==> config.mk <==
export PLATFORM = sky130hd
export DESIGN_NAME = nv_nvdla_cdp_dp_lut_idx_unit
export DESIGN_NICKNAME = d
export VERILOG_FILES = /design/src/rtl/nv_nvdla_cdp_dp_lut_idx_unit.sv
export SDC_FILE = /design/constraint.sdc
export NUM_CORES = 1
export LEC_CHECK = 0
export ABC_AREA = 1
export BUFFER_PORTS_ARGS = -buffer_cell sky130_fd_sc_hd__buf_2
export CORE_ASPECT_RATIO = 0.75
export CORE_UTILIZATION = 45
export CTS_CLUSTER_SIZE = 40
export DETAILED_ROUTE_END_ITERATION = 6
export PLACE_DENSITY = 0.65
export SLEW_MARGIN = 40
export SYNTH_ARGS = -nofsm -noshare
export SYNTH_HDL_FRONTEND = slang
export SYNTH_SLANG_ARGS = --single-unit
==> constraint.sdc <==
create_clock -name nvdla_core_clk -period 7.4 [get_ports nvdla_core_clk]
set_input_delay 0.37 -clock nvdla_core_clk [delete_from_list [all_inputs] [get_ports nvdla_core_clk]]
set_output_delay 0.37 -clock nvdla_core_clk [all_outputs]
set_load 0.005 [all_outputs]
==> src/rtl/nv_nvdla_cdp_dp_lut_idx_unit.sv <==
// -----------------------------------------------------------------------------
// nv_nvdla_cdp_dp_lut_idx_unit
//
// Purpose:
//   LUT index generator in front of the CDP interpolator. Each element is an
//   unsigned sum-of-squares. The block converts it into three results:
//     - a LUT segment index,
//     - a 17-bit fraction, where 0x10000 means 1.0,
//     - underflow/overflow flags.
//   It supports two addressing modes: linear (shifted offset from the start
//   value) and exponential (log2 of the offset). The datapath is a 2-stage
//   valid/ready pipeline.
//
//   Two saturating counters count the underflow and overflow outputs that the
//   downstream accepts.
//
// Ports:
//   nvdla_core_clk / nvdla_core_rstn : clock, asynchronous active-low reset
//   idx_in_vld / idx_in_rdy / idx_in_pd : input element stream (32-bit value)
//   cfg_lut_mode   : 0 = linear, 1 = exponential
//   cfg_lut_start  : LUT start value, subtracted from every element
//   cfg_lut_shift  : linear-mode right shift (0..31)
//   cfg_exp_offset : signed exponent offset (exponential mode only)
//   cfg_cnt_clr    : single-cycle pulse, clears both event counters
//   idx_out_vld / idx_out_rdy : output stream handshake
//   idx_out_index / idx_out_frac / idx_out_uflow / idx_out_oflow : results
//   uflow_cnt / oflow_cnt : saturating counts of accepted flagged outputs
//
// Handshake (valid/ready):
//   A transfer occurs on a rising clock edge where vld && rdy.
//   The producer holds vld and its payload stable until that transfer.
//   For each stage k, rdy_k = ~vld_k | rdy_(k+1).
//   A full stage therefore still accepts new data in the same cycle that its
//   own contents move on, which gives 1 element per cycle and a latency of
//   2 cycles.
// -----------------------------------------------------------------------------
module nv_nvdla_cdp_dp_lut_idx_unit #(
    parameter int LUT_IDX_W = 6,
    parameter int CNT_W     = 32
) (
    input  logic                 nvdla_core_clk,
    input  logic                 nvdla_core_rstn,
    input  logic                 idx_in_vld,
    output logic                 idx_in_rdy,
    input  logic [31:0]          idx_in_pd,
    input  logic                 cfg_lut_mode,
    input  logic [31:0]          cfg_lut_start,
    input  logic [4:0]           cfg_lut_shift,
    input  logic [7:0]           cfg_exp_offset,
    input  logic                 cfg_cnt_clr,
    output logic                 idx_out_vld,
    input  logic                 idx_out_rdy,
    output logic [LUT_IDX_W-1:0] idx_out_index,
    output logic [16:0]          idx_out_frac,
    output logic                 idx_out_uflow,
    output logic                 idx_out_oflow,
    output logic [CNT_W-1:0]     uflow_cnt,
    output logic [CNT_W-1:0]     oflow_cnt
);

    // ---------------------------------------------------------------- stage 0
    logic        vld_s0;
    logic        rdy_s0;
    logic        rdy_s1;
    logic        neg_s0;
    logic        zero_s0;
    logic [31:0] d_s0;
    logic [4:0]  p_s0;
    logic        mode_s0;
    logic [4:0]  shift_s0;
    logic [7:0]  off_s0;

    logic [32:0] diff;
    logic [4:0]  lead;

    assign rdy_s1     = ~idx_out_vld | idx_out_rdy;
    assign rdy_s0     = ~vld_s0 | rdy_s1;
    assign idx_in_rdy = rdy_s0;

    // 33-bit difference: bit 32 is the sign, because both operands are
    // zero-extended before the subtraction.
    assign diff = {1'b0, idx_in_pd} - {1'b0, cfg_lut_start};

    // Leading-one position of diff[31:0]. The value is only used when diff > 0.
    always_comb begin
        lead = 5'd0;
        for (int i = 0; i < 32; i++) begin
            if (diff[i]) begin
                lead = 5'(i);
            end
        end
    end

    // Config is captured together with the data, so a config change made
    // while elements are in flight leaves those elements unaffected.
    always_ff @(posedge nvdla_core_clk or negedge nvdla_core_rstn) begin
        if (!nvdla_core_rstn) begin
            vld_s0   <= 1'b0;
            neg_s0   <= 1'b0;
            zero_s0  <= 1'b0;
            d_s0     <= 32'd0;
            p_s0     <= 5'd0;
            mode_s0  <= 1'b0;
            shift_s0 <= 5'd0;
            off_s0   <= 8'd0;
        end else begin
            if (rdy_s0) begin
                vld_s0 <= idx_in_vld;
            end
            if (idx_in_vld && rdy_s0) begin
                neg_s0   <= diff[32];
                zero_s0  <= (diff == 33'd0);
                d_s0     <= diff[31:0];
                p_s0     <= lead;
                mode_s0  <= cfg_lut_mode;
                shift_s0 <= cfg_lut_shift;
                off_s0   <= cfg_exp_offset;
            end
        end
    end

    // ---------------------------------------------------------------- stage 1
    logic [31:0]          q;
    logic signed [9:0]    e;
    logic [LUT_IDX_W-1:0] nx_index;
    logic [16:0]          nx_frac;
    logic                 nx_uflow;
    logic                 nx_oflow;

    assign q = d_s0 >> shift_s0;
    assign e = $signed({5'd0, p_s0}) - $signed({{2{off_s0[7]}}, off_s0});

    always_comb begin
        nx_index = '0;
        nx_frac  = 17'd0;
        nx_uflow = 1'b0;
        nx_oflow = 1'b0;
        if (!mode_s0) begin
            if (neg_s0) begin
                nx_uflow = 1'b1;
            end else if (|q[31:LUT_IDX_W]) begin
                nx_oflow = 1'b1;
                nx_index = '1;
                nx_frac  = 17'h10000;
            end else begin
                nx_index = q[LUT_IDX_W-1:0];
                // These are the bits shifted out below the shift point,
                // MSB-aligned and truncated to 16 bits.
                nx_frac  = {1'b0, 16'({d_s0, 16'h0000} >> shift_s0)};
            end
        end else begin
            if (neg_s0 || zero_s0 || e[9]) begin
                nx_uflow = 1'b1;
            end else if (|e[8:LUT_IDX_W]) begin
                nx_oflow = 1'b1;
                nx_index = '1;
                nx_frac  = 17'h10000;
            end else begin
                nx_index = e[LUT_IDX_W-1:0];
                // These are the bits below the leading one, MSB-aligned.
                nx_frac  = {1'b0, 16'({d_s0, 16'h0000} >> p_s0)};
            end
        end
    end

    always_ff @(posedge nvdla_core_clk or negedge nvdla_core_rstn) begin
        if (!nvdla_core_rstn) begin
            idx_out_vld   <= 1'b0;
            idx_out_index <= '0;
            idx_out_frac  <= 17'd0;
            idx_out_uflow <= 1'b0;
            idx_out_oflow <= 1'b0;
        end else begin
            if (rdy_s1) begin
                idx_out_vld <= vld_s0;
            end
            if (vld_s0 && rdy_s1) begin
                idx_out_index <= nx_index;
                idx_out_frac  <= nx_frac;
                idx_out_uflow <= nx_uflow;
                idx_out_oflow <= nx_oflow;
            end
        end
    end

    // --------------------------------------------------------------- counters
    logic out_hs;

    assign out_hs = idx_out_vld & idx_out_rdy;

    // A clear pulse takes priority over a coincident increment.
    // Both counters stop at all-ones instead of wrapping.
    always_ff @(posedge nvdla_core_clk or negedge nvdla_core_rstn) begin
        if (!nvdla_core_rstn) begin
            uflow_cnt <= '0;
            oflow_cnt <= '0;
        end else if (cfg_cnt_clr) begin
            uflow_cnt <= '0;
            oflow_cnt <= '0;
        end else begin
            if (out_hs && idx_out_uflow && !(&uflow_cnt)) begin
                uflow_cnt <= uflow_cnt + CNT_W'(1);
            end
            if (out_hs && idx_out_oflow && !(&oflow_cnt)) begin
                oflow_cnt <= oflow_cnt + CNT_W'(1);
            end
        end
    end

endmodule

==> qor.log <==
qor: global_routing.global_route.usage.total 26.8%
qor: clock_tree.tritoncts_clock_tree done
qor: clock_tree.worst_setup_hold_path_clk_slew 0.06 ns
qor: floorplan.fp-row-count 50
qor: critical_path.cp.required 7.75 ns
qor: clock_tree.ctsLongestPathBuffers 2
qor: pwr.ir_drop 200 uV
qor: synth.synth_fp_nets 1908
qor: clock_tree.htree_levels 4
qor: synth.combined_area_of_all_synthesized_cells 11800 sq um
qor: timing.finish_stage_setup_viols 0
qor: placement.count_of_buffers_from_port_buffering 173
qor: global_routing.grt_remaining_overflow 0
qor: final_layout.layout_commonest_cell sky130_fd_sc_hd__nand2_1
qor: final_layout.layout.cells.non_filler 2260
qor: timing.setup_tns 0 ns
qor: critical_path.setup.worst_path.class reg -> reg
qor: critical_path.critical_path_peak_fanout 30
qor: pwr.cellLeakagePower 6.58 nW
qor: placement.post_place_setup_slack 3.33 ns
qor: floorplan.die_area 26900 sq um
qor: placement.place.detailed.hpwl 27.4 mm
qor: final_layout.final_cell_mix sky130_fd_sc_hd__nand2_1 (480), sky130_fd_sc_hd__o21ai_0 (251), sky130_fd_sc_hd__inv_1 (211)
qor: synth.synth_enable_flop_cells 0
qor: floorplan.die_height 142 microns
qor: synth.yosysUniqueCellTypes 65
qor: global_routing.grt_first_pass_wirelength 57.4 mm
qor: drt.met3WireLength 2.52 mm
qor: final_layout.multiInputGateArea 7050 sq um
qor: global_routing.pin_count_of_the_biggest_net_entering_global_routing 81
qor: critical_path.critical_path.startpoint_type flip-flop
qor: synth.yosysSeqAreaShare 30.3%
qor: timing.max_freq 0.255 GHz
qor: synth.postSynth.asyncResetShare 100%
qor: drt.initialDrtViolationCount 1252
qor: final_layout.post-route-cell-area 13400 sq um
qor: floorplan.num_io_pins 174
qor: clock_tree.worstSkewPairLatency 0.44 ns
qor: global_routing.grt_pass1_vias 10800
qor: final_layout.flow.area_growth_from_synthesis 13.9%
qor: synth.post_synth.cell_area_avg 6.62 sq um
qor: drt.avgViaCountPerCell 5.35
qor: timing.grt_setup_unrepaired no
qor: flow_run.drv.max_cap_violation_count 0
qor: floorplan.die_width 189 microns
qor: critical_path.arrival 4.27 ns
qor: final_layout.layout-drive-gt1-share 14.5%
qor: timing.period_needed 3.92 ns
qor: critical_path.setup.worst_path.end_class flip-flop
qor: timing.timing.slew.headroom 46.7%
qor: placement.postPlaceCellArea 12800 sq um
qor: placement.dp.cells 2228
qor: final_layout.antenna_cells_inserted 0
qor: drt.routedLengthMet1 18.6 mm
qor: final_layout.finalNetCount 2035
qor: synth.synth_flop_cell sky130_fd_sc_hd__dfrtp_1
qor: timing.post-route-period-util 53.0%
qor: placement.gpl.final_weighted_congestion 1.01
qor: clock_tree.post_cts_setup_bufs 0
qor: final_layout.num-fill-cells 2591
qor: drt.maxUsedRoutingLayer met4
qor: floorplan.initial_core_util 46.6%
qor: timing.holdWs 0.137 ns
qor: drt.antenna_violating_nets_post_route 0
qor: clock_tree.clock_net_sink_count 143
qor: global_routing.antenna_found_initial 0
qor: timing.timing_hold_violations_final 0
qor: critical_path.startpoint p_s0[1]$_DFFE_PN0P_
qor: synth.number_of_storage_elements_in_the_synthesis_netlist 143
qor: pwr.power_density 243 nW/um^2
qor: drt.wire_per_inst 15.5 microns
qor: timing.clock-skew-final 0.00889 ns
qor: drt.met2_wirelength 13.7 mm
qor: synth.synthesis.instances 1783
qor: synth.yosys_warnings 0
qor: critical_path.terminus_of_the_critical_flop_to_flop_path idx_out_frac[15]$_DFFE_PN0P_
qor: clock_tree.cts_root_buffer sky130_fd_sc_hd__clkbuf_16
qor: drt.remaining_drc_errors 0
qor: hold_path.worst_hold_path_type in -> reg
qor: timing.setup_ws 3.48 ns
qor: status.outcome completed
qor: drt.drt_pass1_iterations 6
qor: critical_path.r2r_cells 12
qor: timing.maxSlewViolCount 0
qor: drt.route.vias.total 12100
qor: floorplan.floorplan.core_area 25300 sq um
qor: critical_path.worstReg2RegStart p_s0[1]$_DFFE_PN0P_
qor: drt.wl 35.1 mm
qor: clock_tree.tritoncts.num_buffers 17
qor: critical_path.timing.reg2reg.setup_slack 3.48 ns
qor: final_layout.sequential_cell_area 3580 sq um
qor: timing.worst_max_slew_pin_slew 0.800 ns
qor: critical_path.critical_path.endpoint idx_out_frac[15]$_DFFE_PN0P_
## flip-flops by register name, summed over array words and instances (netlist names)
name           count
oflow_cnt         32
off_s0             8
vld_s0             1
idx_out_uflow      1
idx_out_frac      17
d_s0              32
zero_s0            1
uflow_cnt         32
mode_s0            1
idx_out_vld        1
shift_s0           5
p_s0               5
neg_s0             1
idx_out_index      6
## per-layer routing
| metal | track usage [%] | vias to the layer above |
|---|---|---|
| li1 | - | 6196 |
| met2 | 36.7 | 422 |
| met3 | 5.20 | 27 |
| met1 | 42.7 | 5452 |
| met5 | 0 | - |
| met4 | 4.75 | 0 |
## Yosys cell counts (all sizes together), types with 3 or more instances
cell / count / area (sq um)
dfrtp: 143 / 3580
o221a: 4 / 45.0
clkinv: 4 / 16.3
a22oi: 3 / 27.5
inv: 222 / 833
ha: 40 / 500
o21bai: 3 / 22.5
o211ai: 12 / 90.1
o22a: 3 / 26.3
o21ai: 263 / 1320
a221oi: 4 / 35.0
nor3b: 3 / 27.5
nand2: 491 / 1880
nor4: 12 / 87.6
buf: 21 / 120
nand3: 61 / 325
a21boi: 5 / 45.0
nor2: 128 / 531
mux2i: 31 / 310
a211oi: 7 / 52.6
o31ai: 3 / 36.3
and2: 4 / 25.0
xnor2: 15 / 131
nor3: 28 / 161
o22ai: 8 / 50.1
clkbuf: 54 / 203
a21o: 3 / 22.5
xor2: 12 / 105
or2: 8 / 50.1
nand4: 22 / 156
o21a: 7 / 52.6
a31oi: 25 / 156
nand3b: 4 / 30.0
a21oi: 116 / 596
o221ai: 3 / 26.3
## per-stage QoR
stage	total power, mW	utilization (%)
after floorplan	1.94	-
after global placement	2.37	50.7
after detailed placement	2.37	50.7
after CTS	3.24	53.0
after global routing	3.51	53.0
final	3.27	53.0
## power by group
part           total [mW]  switching (mW)  leakage, nW  internal (mW)
registers            1.02           0.125         1.84          0.893
logic                1.39           0.929         4.47          0.457
clock network       0.866           0.360        0.277          0.505
## worst min-delay path by stage
stage	startpoint	end	slack (ns)	cells past startpoint
finish	cfg_exp_offset[7]	off_s0[7]$_DFFE_PN0P_	0.14	3
global route	cfg_exp_offset[0]	off_s0[0]$_DFFE_PN0P_	0.13	3
CTS	cfg_exp_offset[7]	off_s0[7]$_DFFE_PN0P_	0.12	3
detailed placement	nvdla_core_rstn	shift_s0[2]$_DFFE_PN0P_	0.46	1
global placement	nvdla_core_rstn	shift_s0[2]$_DFFE_PN0P_	0.46	1
floorplan	nvdla_core_rstn	d_s0[0]$_DFFE_PN0P_	0.07	0
## critical path, stage by stage, from the launching register on
cell and delay [ns]:
sky130_fd_sc_hd__dfrtp_1 0.76, sky130_fd_sc_hd__inv_2 0.44, sky130_fd_sc_hd__fa_1 0.54, sky130_fd_sc_hd__o21ai_0 0.30, sky130_fd_sc_hd__a21oi_1 0.17, sky130_fd_sc_hd__nor2_1 0.11, sky130_fd_sc_hd__nand2_1 0.08, sky130_fd_sc_hd__a211o_1 0.32
sky130_fd_sc_hd__nor2_2 0.48, sky130_fd_sc_hd__inv_1 0.09, sky130_fd_sc_hd__nor2_1 0.23, sky130_fd_sc_hd__a31oi_1 0.14, sky130_fd_sc_hd__a21oi_1 0.19
## what timing repair did
action	4_1_cts	5_1_grt
gates resized for setup	0	0
hold buffers	1	0
hold endpoints to repair	15	0
## cell type report
class / count / area share [%]
multi-input combinational: 1339 / 52.5
inverter: 226 / 6.32
clock buffer: 19 / 3.30
timing repair buffer: 183 / 7.11
tap: 338 / 3.15
clock inverter: 12 / 1.03
sequential: 143 / 26.6
## cell families (layout without fill, tap and decap cells)
family	count (synthesis)	count (layout)	synth area share [%]
AO/OA/AOI/OAI	476	476	22.6
flip-flops	143	143	30.3
AND/OR/NAND/NOR	763	763	27.9
multiplexers	31	31	2.63
buffers and inverters	301	440	9.94
adder cells (fa/ha/maj)	42	42	4.58
XOR/XNOR	27	27	2.00
Note: power is estimated with default switching activity, not from simulation.
